==> config.mk <==
export PLATFORM = sky130hd
export DESIGN_NAME = uart_receiver
export DESIGN_NICKNAME = d
export VERILOG_FILES = /design/src/rtl/uart_pkg.sv /design/src/rtl/uart_rx_sync.sv /design/src/rtl/uart_receiver.sv
export SDC_FILE = /design/constraint.sdc
export NUM_CORES = 1
export LEC_CHECK = 0
export BUFFER_PORTS_ARGS = -buffer_cell sky130_fd_sc_hd__buf_2
export CORE_MARGIN = 2
export CORE_UTILIZATION = 51
export CTS_CLUSTER_DIAMETER = 200
export CTS_CLUSTER_SIZE = 30
export DETAILED_ROUTE_END_ITERATION = 10
export PLACE_DENSITY = 0.74
export SLEW_MARGIN = 20
export SYNTH_ARGS = -nofsm -noshare
export SYNTH_HDL_FRONTEND = slang
export SYNTH_SLANG_ARGS = --single-unit
==> constraint.sdc <==
create_clock -name clk_slow -period 3.1 [get_ports clk_slow]
set_input_delay 0.31 -clock clk_slow [delete_from_list [all_inputs] [get_ports clk_slow]]
set_output_delay 0.31 -clock clk_slow [all_outputs]
set_load 0.02 [all_outputs]
==> src/rtl/uart_pkg.sv <==
// Shared UART definitions: FSM state encodings (common with the transmitter),
// default frame parameters and the idle line level.
package uart_pkg;

    localparam int unsigned OVERSAMPLE_DEF = 16;
    localparam int unsigned DATA_BITS_DEF  = 8;

    localparam logic IDLE_LEVEL = 1'b1;

    localparam logic [1:0] ST_IDLE  = 2'b00;
    localparam logic [1:0] ST_START = 2'b01;
    localparam logic [1:0] ST_DATA  = 2'b10;
    localparam logic [1:0] ST_STOP  = 2'b11;

endpackage

==> src/rtl/uart_rx_sync.sv <==
// Two-flop synchroniser for the asynchronous serial line; resets to the idle
// level so a reset never looks like a start edge.
module uart_rx_sync
    import uart_pkg::*;
(
    input  logic i_clk,
    input  logic i_rst,
    input  logic i_async,
    output logic o_sync
);

    logic r_meta;
    logic r_sync;

    // Shift the raw line through two flops.
    always_ff @(posedge i_clk) begin
        if (i_rst) begin
            r_meta <= IDLE_LEVEL;
            r_sync <= IDLE_LEVEL;
        end else begin
            r_meta <= i_async;
            r_sync <= r_meta;
        end
    end

    assign o_sync = r_sync;

endmodule

==> src/rtl/uart_receiver.sv <==
// 8N1 UART receiver with 16x oversampling, one-entry holding register,
// framing-error pulse, sticky overrun flag and good-frame counter.
module uart_receiver
    import uart_pkg::*;
#(
    parameter int unsigned OVERSAMPLE = OVERSAMPLE_DEF,
    parameter int unsigned DATA_BITS  = DATA_BITS_DEF
) (
    input  logic                 clk_slow,
    input  logic                 rst,
    input  logic                 clk_rx,
    input  logic                 Rx,
    input  logic                 rd_ack,
    output logic [DATA_BITS-1:0] data_out,
    output logic                 data_ready,
    output logic                 rx_busy,
    output logic                 frame_err,
    output logic                 overrun,
    output logic [1:0]           state_out,
    output logic [15:0]          test_out
);

    localparam int unsigned CW = $clog2(OVERSAMPLE);
    localparam int unsigned BW = (DATA_BITS > 1) ? $clog2(DATA_BITS) : 1;

    localparam logic [CW-1:0] HALF_LAST = CW'(OVERSAMPLE / 2 - 1);
    localparam logic [CW-1:0] FULL_LAST = CW'(OVERSAMPLE - 1);
    localparam logic [BW-1:0] BIT_LAST  = BW'(DATA_BITS - 1);

    logic                 w_rx_s;
    logic [1:0]           r_state;
    logic [CW-1:0]        r_cnt;
    logic [BW-1:0]        r_bit;
    logic [DATA_BITS-1:0] r_shift;
    logic [DATA_BITS-1:0] r_data;
    logic                 r_ready;
    logic                 r_ferr;
    logic                 r_ovr;
    logic [15:0]          r_count;

    uart_rx_sync u_sync (
        .i_clk   (clk_slow),
        .i_rst   (rst),
        .i_async (Rx),
        .o_sync  (w_rx_s)
    );

    // Receive FSM, sample/bit counters, holding register and status flags.
    // The handshake clear is written before the FSM so that a byte landing in
    // the same cycle as rd_ack leaves data_ready set.
    always_ff @(posedge clk_slow) begin
        if (rst) begin
            r_state <= ST_IDLE;
            r_cnt   <= '0;
            r_bit   <= '0;
            r_shift <= '0;
            r_data  <= '0;
            r_ready <= 1'b0;
            r_ferr  <= 1'b0;
            r_ovr   <= 1'b0;
            r_count <= '0;
        end else begin
            r_ferr <= 1'b0;
            if (r_ready && rd_ack) begin
                r_ready <= 1'b0;
            end
            if (clk_rx) begin
                case (r_state)
                    ST_IDLE: begin
                        if (!w_rx_s) begin
                            r_state <= ST_START;
                            r_cnt   <= '0;
                        end
                    end
                    ST_START: begin
                        if (r_cnt == HALF_LAST) begin
                            r_cnt <= '0;
                            r_bit <= '0;
                            r_state <= w_rx_s ? ST_IDLE : ST_DATA;
                        end else begin
                            r_cnt <= r_cnt + 1'b1;
                        end
                    end
                    ST_DATA: begin
                        if (r_cnt == FULL_LAST) begin
                            r_cnt   <= '0;
                            r_shift <= {w_rx_s, r_shift[DATA_BITS-1:1]};
                            if (r_bit == BIT_LAST) begin
                                r_state <= ST_STOP;
                            end else begin
                                r_bit <= r_bit + 1'b1;
                            end
                        end else begin
                            r_cnt <= r_cnt + 1'b1;
                        end
                    end
                    ST_STOP: begin
                        if (r_cnt == FULL_LAST) begin
                            r_cnt   <= '0;
                            r_state <= ST_IDLE;
                            if (w_rx_s) begin
                                r_data  <= r_shift;
                                r_ready <= 1'b1;
                                r_count <= r_count + 16'd1;
                                if (r_ready && !rd_ack) begin
                                    r_ovr <= 1'b1;
                                end
                            end else begin
                                r_ferr <= 1'b1;
                            end
                        end else begin
                            r_cnt <= r_cnt + 1'b1;
                        end
                    end
                    default: begin
                        r_state <= ST_IDLE;
                    end
                endcase
            end
        end
    end

    assign data_out   = r_data;
    assign data_ready = r_ready;
    assign rx_busy    = (r_state != ST_IDLE);
    assign frame_err  = r_ferr;
    assign overrun    = r_ovr;
    assign state_out  = r_state;
    assign test_out   = r_count;

endmodule

# Word level (Yosys, flattened, before mapping)
# Index checks and enable logic that the tools add are counted.
totals:
  register_bits: 46
  in_bits: 5
  elab_cells: 64
classes:
  n_addsub: 3
  n_eq_ne: 12
  n_mux: 21
  n_bitwise: 3
  reduce_logical: 14
ops:
  columns: ["operator", "n"]
  rows:
  - ["$add A16 B1 Y16 const B", 1]
  - ["$mux W2", 6]
  - ["$mux W4", 3]
  - ["$ne A2 B2 Y1 const B", 6]
  - ["$pmux W4 S3", 1]
  - ["$reduce_and A5 Y1", 2]
  - ["$mux W3", 3]
  - ["$pmux W2 S4", 1]
  - ["$mux W1", 6]
  - ["$pmux W3 S2", 1]
  - ["$reduce_and A6 Y1", 1]
  - ["$add A4 B1 Y4 const B", 1]
  - ["$eq A2 B2 Y1 const B", 2]
  - ["$eq A4 B3 Y1 const B", 1]
  - ["$eq A4 B4 Y1 const B", 1]
  - ["$reduce_and A4 Y1", 1]
  - ["$reduce_bool A2 Y1", 2]
  - ["$reduce_or A4 Y1", 1]
  - ["$add A3 B1 Y3 const B", 1]
  - ["$eq A3 B3 Y1 const B", 1]
  - ["$not A1 Y1", 3]
  - ["$reduce_and A3 Y1", 1]
  - ["$eq A2 B1 Y1 const B", 1]
  - ["$logic_and A1 B1 Y1", 2]
  - ["4 further kinds", 4]

# Depth between registers and ports, before layout
depth:
  ltp_word: 6
  mapped_depth: 6
  depth_no_buf: 6

# Cells and area by module
# Synthesis repeated with hierarchy kept, for this count alone.
hier_totals:
  hier_cells: 224
  hier_area_um2: 2050.7
modules_own_cells:
  columns: ["mod", "n_inst", "cells_per_inst", "area_each_um2", "seq_area_each_um2"]
  rows:
  - ["uart_receiver", 1, 220, 1998.2, 880.8]
  - ["uart_rx_sync", 1, 4, 52.6, 40.0]

# Least setup slack after synthesis
# No wires, ideal clock.
synth_path:
  kind: "reg-to-reg"
  start: "reg r_cnt[0]"
  end: "reg r_count[11], in the netlist test_out[11]"
  setup_time_ns: 0.070
  arrival_ns: 1.849
  slack_ns: 1.180
  path_stages_with_launch: 7
  path_buffers: 1
  cell_sequence: "dfxtp_1 ha_1 nand3_1 or3_1 buf_2 or4_1 a21oi_1"
synth_via:
  elab_chain_cells: 2
synth_lines:
  columns: ["item", "line", "text"]
  rows:
  - ["start: declaration", "uart_receiver.sv:32", "logic [CW-1:0] r_cnt;"]
  - ["start signal: assignment", "uart_receiver.sv:81", "r_cnt <= r_cnt + 1'b1;"]
  - ["start signal: assignment", "uart_receiver.sv:94", "r_cnt <= r_cnt + 1'b1;"]
  - ["start signal: assignment", "uart_receiver.sv:112", "r_cnt <= r_cnt + 1'b1;"]
  - ["$eq A4 B4 Y1", "uart_receiver.sv:98", "if (r_cnt == FULL_LAST) begin"]
  - ["$reduce_and A4 Y1 (no line)", null, null]
  - ["end signal: assignment", "uart_receiver.sv:104", "r_count <= r_count + 16'd1;"]
  - ["end: declaration", "uart_receiver.sv:39", "logic [15:0] r_count;"]
# Every way passes these cells.
# A chain may end at the register's enable or synchronous reset.

# Worst setup path in the final report
layout_path:
  start: "reg r_cnt[0]"
  end: "reg r_count[15], in the netlist test_out[15]"
# The elaborated chain is that of the path after synthesis.

==> results by group <==
CTS
  – Clock tree from TritonCTS: built
  – Deepest clock path buffer count: 2
  – Sink count of the clock tree: 46
  – Total clock buffers created by CTS: 5
  – Clock root buffer master: clkbuf_8
  – Source-to-sink clock delay at the later pin of the worst-skew pair: approximately 0.3 ns
  – # resized after CTS: 0
  – CTS H-tree lvls: 2
  – Number of hold-repair buffers added at the cts stage: 0
  – Number of buffers inserted by post-CTS setup repair: 0
  – CTS clk-pin slew, worst paths: roughly 0.09 ns

Yosys
  – Number of distinct library cells after synthesis: 38
  – Synthesized area per cell: 8.82 µm²
  – Net count after synthesis: about 240
  – Synthesized cell area: roughly 2000 µm²
  – #FFs+latches synth: 46
  – Total number of yosys warnings: 0
  – Mapped Cells: around 230
  – Seq/Total Area, Yosys: 46.2%

Die
  – Die boundary height: ~67 µm
  – DIE AREA: approximately 4400 µm²
  – Effective utilization at floorplan: between 50% and 60%
  – Die Wd: between 60 and 70 µm
  – Area inside the core boundary: roughly 3700 µm²
  – Cell row count: 22
  – IO Pins: 35

Detailed routing
  – Post-DRT Antenna Nets: 0
  – Routed wirelength normalized by instance count: around 13 µm
  – Starting DRT DRC Count: 87
  – Routed wire length: approximately 4000 µm
  – Total vias in the final route: between 1,500 and 2,000
  – Number of detailed-route iterations in the first pass: 4
  – Detailed-route DRC error count: 0
  – Via-per-instance ratio: 5.43

GRT
  – Number of antenna violations at the first check in global routing: 0
  – Residual overflow from global routing: 0
  – GRT Overall Usage: 18.5%
  – Maximum number of pins on one net before global-route repair: 50
  – Wire length of the first global-routing pass: 6320 µm
  – Vias in the first global route: about 1,400

Power and ir drop
  – Net switching component of the power: between 200 and 250 µW
  – Net Sw Frac: 21.6%
  – Overall power after layout: a little over 1 mW
  – Internal power of the cells: 806 µW
  – Static leakage: about 0.87 nW
  – Sequential cell fraction of total power: ~58%
  – Relative contribution of combinational cells to total power: under 10%
  – Areal power density over the cells: around 450 nW/µm²
  – Maximum vdd ir drop: between 0.0003 and 0.0004 V
  – Part of the power in the clock network: around 40%

Hold path
  – Type of the worst min-delay path: in2reg
  – Hold Crit Start: Rx
  – Hold path endpoint: u_sync.r_meta$_SDFF_PP1_
  – Cell depth of the worst hold path: 2

Status
  – Run status: completed

Critical path
  – Worst reg-to-reg setup slack: 0.96 ns
  – Arrival time of data at the critical path endpoint: between 2 and 2.5 ns
  – Data required, critical path: ~3.3 ns
  – RR Startpoint: r_cnt[0]$_SDFFE_PP0P_
  – Endpoint of the lowest-slack register-to-register path: test_out[15]$_SDFFE_PP0P_
  – Maximum net fanout on the critical path: 9
  – Worst setup EP type: flop
  – Startpoint kind of the worst setup timing path: flop
  – Type of the worst setup path: reg2reg
  – Cells on worst reg2reg path: 5

STA
  – Total count of max-transition violations in the final report: 0
  – Fmax achieved: 0.467 GHz
  – Unrepaired setup endpoints after global routing: no
  – Final Hold Vio Count: 0
  – Final setup slack of the worst path: around 0.96 ns
  – Clock period minus worst slack: roughly 2.1 ns
  – Worst-Margin Slew: around 0.86 ns
  – Final setup violation count: 0
  – Final setup skew: 0.00898 ns
  – Final clock period utilization by the worst path: 69.1%
  – Slew HR: 42.7%
  – Smallest hold slack: roughly 0.19 ns
  – Final sum of negative setup slack: 0 ns

Placement
  – Count of port buffers added during placement: 34
  – Last weighted congestion value of the routability-driven placer: approximately 0.79
  – Number of cells in the design after placement: 295
  – Post-Place Worst Slack: 0.989 ns
  – Area of placed instances: 2170 µm²
  – Post-DP HPWL: roughly 2600 µm

Finish
  – Post-layout nets: approximately 260
  – Syn-to-layout area delta: 14.1%
  – Antenna cells: 0
  – Number of filler cells placed in the layout: approximately 340
  – Final standard cell utilization of the core: roughly three fifths
  – Number of standard cells in the layout, taps in and fillers out: just over 300
  – Final Instance Area: 2280 µm²
  – Share of post-route cells with drive strength above 1: between 20% and 30%

Job
  – Max capacitance violation total: 0
cells by family (layout without fill, tap and decap cells):
logic type | after synthesis | after routing | share of synthesized area, %
DFF | 46 | 46 | 46.2
buffers and inverters | 20 | 49 | 4.01
AOI/OAI and AO/OA | 34 | 34 | 10.2
adders and majority gates | 4 | 4 | 2.51
muxes | 12 | 12 | 6.15
and+or+nand+nor | 102 | 102 | 27.4
xor gates and xnor gates | 8 | 8 | 3.51
cells in the mapped netlist:
master	instances	area share, %
nand4_4	1	1.1
buf_2	3	0.75
o21ba_2	1	0.50
a21oi_1	20	5.0
o21ai_0	3	0.75
and4_1	2	0.88
or4b_1	3	1.5
nor2b_1	2	0.63
inv_1	7	1.3
or3_1	4	1.3
nor3b_1	1	0.38
o31ai_1	4	1.5
or4_1	5	1.9
a31o_2	1	0.44
dfxtp_1	46	46
o21bai_1	1	0.38
nor4_1	5	1.6
nor2_1	26	4.9
a31oi_1	1	0.31
ha_1	4	2.5
nor3_2	1	0.50
nor4bb_1	1	0.50
nand4_1	5	1.6
o211a_1	1	0.50
mux2i_1	10	5.0
mux2_2	2	1.1
nand3_1	9	2.3
a22oi_1	1	0.38
clkbuf_2	1	0.25
xnor2_1	7	3.1
nor4_2	1	0.63
xor2_1	1	0.44
nand4bb_1	1	0.56
nand2b_1	2	0.63
nand2_1	29	5.5
a32oi_1	1	0.44
or2_2	4	1.3
clkbuf_1	9	1.7
routing by layer:
layer  vias up  wire length [µm]  global-route usage (%)
li1        850                 -                       -
met3         8               176                    4.56
met4         0                67                    7.14
met1       747              1950                    25.7
met2        40              1730                    27.5
met5         -                 0                       0
sequential cells by signal, summed over array words and instances (netlist names), named ones only:
name           cells
r_shift            8
data_out           8
state_out          1
r_cnt              4
data_ready         1
u_sync.o_sync      1
frame_err          1
test_out          16
u_sync.r_meta      1
r_bit              3
overrun            1
power by group through the flow:
| stage | combinational, mW | clock (mW) | sequential (mW) |
|---|---|---|---|
| after global routing | 0.0331 | 0.433 | 0.599 |
| after CTS | 0.0300 | 0.410 | 0.598 |
| final | 0.0299 | 0.401 | 0.598 |
| after floorplan | 0.0216 | 0 | 0.610 |
| after detailed placement | 0.0298 | 0 | 0.612 |
| after global placement | 0.0297 | 0 | 0.612 |
layout by cell type (no fill, tap or decap), drive strengths merged:
cell     count
a21oi       20
a22oi        1
a31o         1
a31oi        1
a32oi        1
and4         2
buf         34
clkbuf       7
clkinv       1
dfxtp       46
ha           4
inv          7
mux2         2
mux2i       10
nand2       29
nand2b       2
nand3        9
nand4        6
nand4bb      1
nor2        26
nor2b        2
nor3         1
nor3b        1
nor4         6
nor4bb       1
o211a        1
o21ai        3
o21ba        1
o21bai       1
o31ai        4
or2          4
or3          4
or4          5
or4b         3
xnor2        7
xor2         1
critical path: stages, from the launching register on:
cell and delay, ns:
dfxtp_1 0.37, ha_1 0.28, nand3_1 0.27, or3_1 0.55
or4_1 0.44, a21oi_1 0.16
how the worst max path moves through the flow:
stage | from | end | slack (ns) | depth (start not counted)
finish | r_cnt[0]$_SDFFE_PP0P_ | test_out[15]$_SDFFE_PP0P_ | 0.96 | 5
global placement | r_cnt[0]$_SDFFE_PP0P_ | test_out[11]$_SDFFE_PP0P_ | 1.07 | 5
detailed placement | r_cnt[0]$_SDFFE_PP0P_ | test_out[13]$_SDFFE_PP0P_ | 0.99 | 5
floorplan | r_cnt[0]$_SDFFE_PP0P_ | test_out[11]$_SDFFE_PP0P_ | 1.18 | 6
global route | r_cnt[0]$_SDFFE_PP0P_ | test_out[14]$_SDFFE_PP0P_ | 0.77 | 5
CTS | r_cnt[0]$_SDFFE_PP0P_ | test_out[15]$_SDFFE_PP0P_ | 0.97 | 5
final cells by class:
type                            count  area [µm²]  share of cell area [%]
Inverter                            7        26.3                    1.15
Clock buffer                        7        96.3                    4.23
Timing Repair Buffer               34         170                    7.48
Multi-Input combinational cell    160         993                    43.7
Sequential cell                    46         921                    40.5
Tap cell                           48        60.1                    2.64
Clock inverter                      1        8.76                   0.385
No activity file was read; power rests on OpenSTA's default activity.
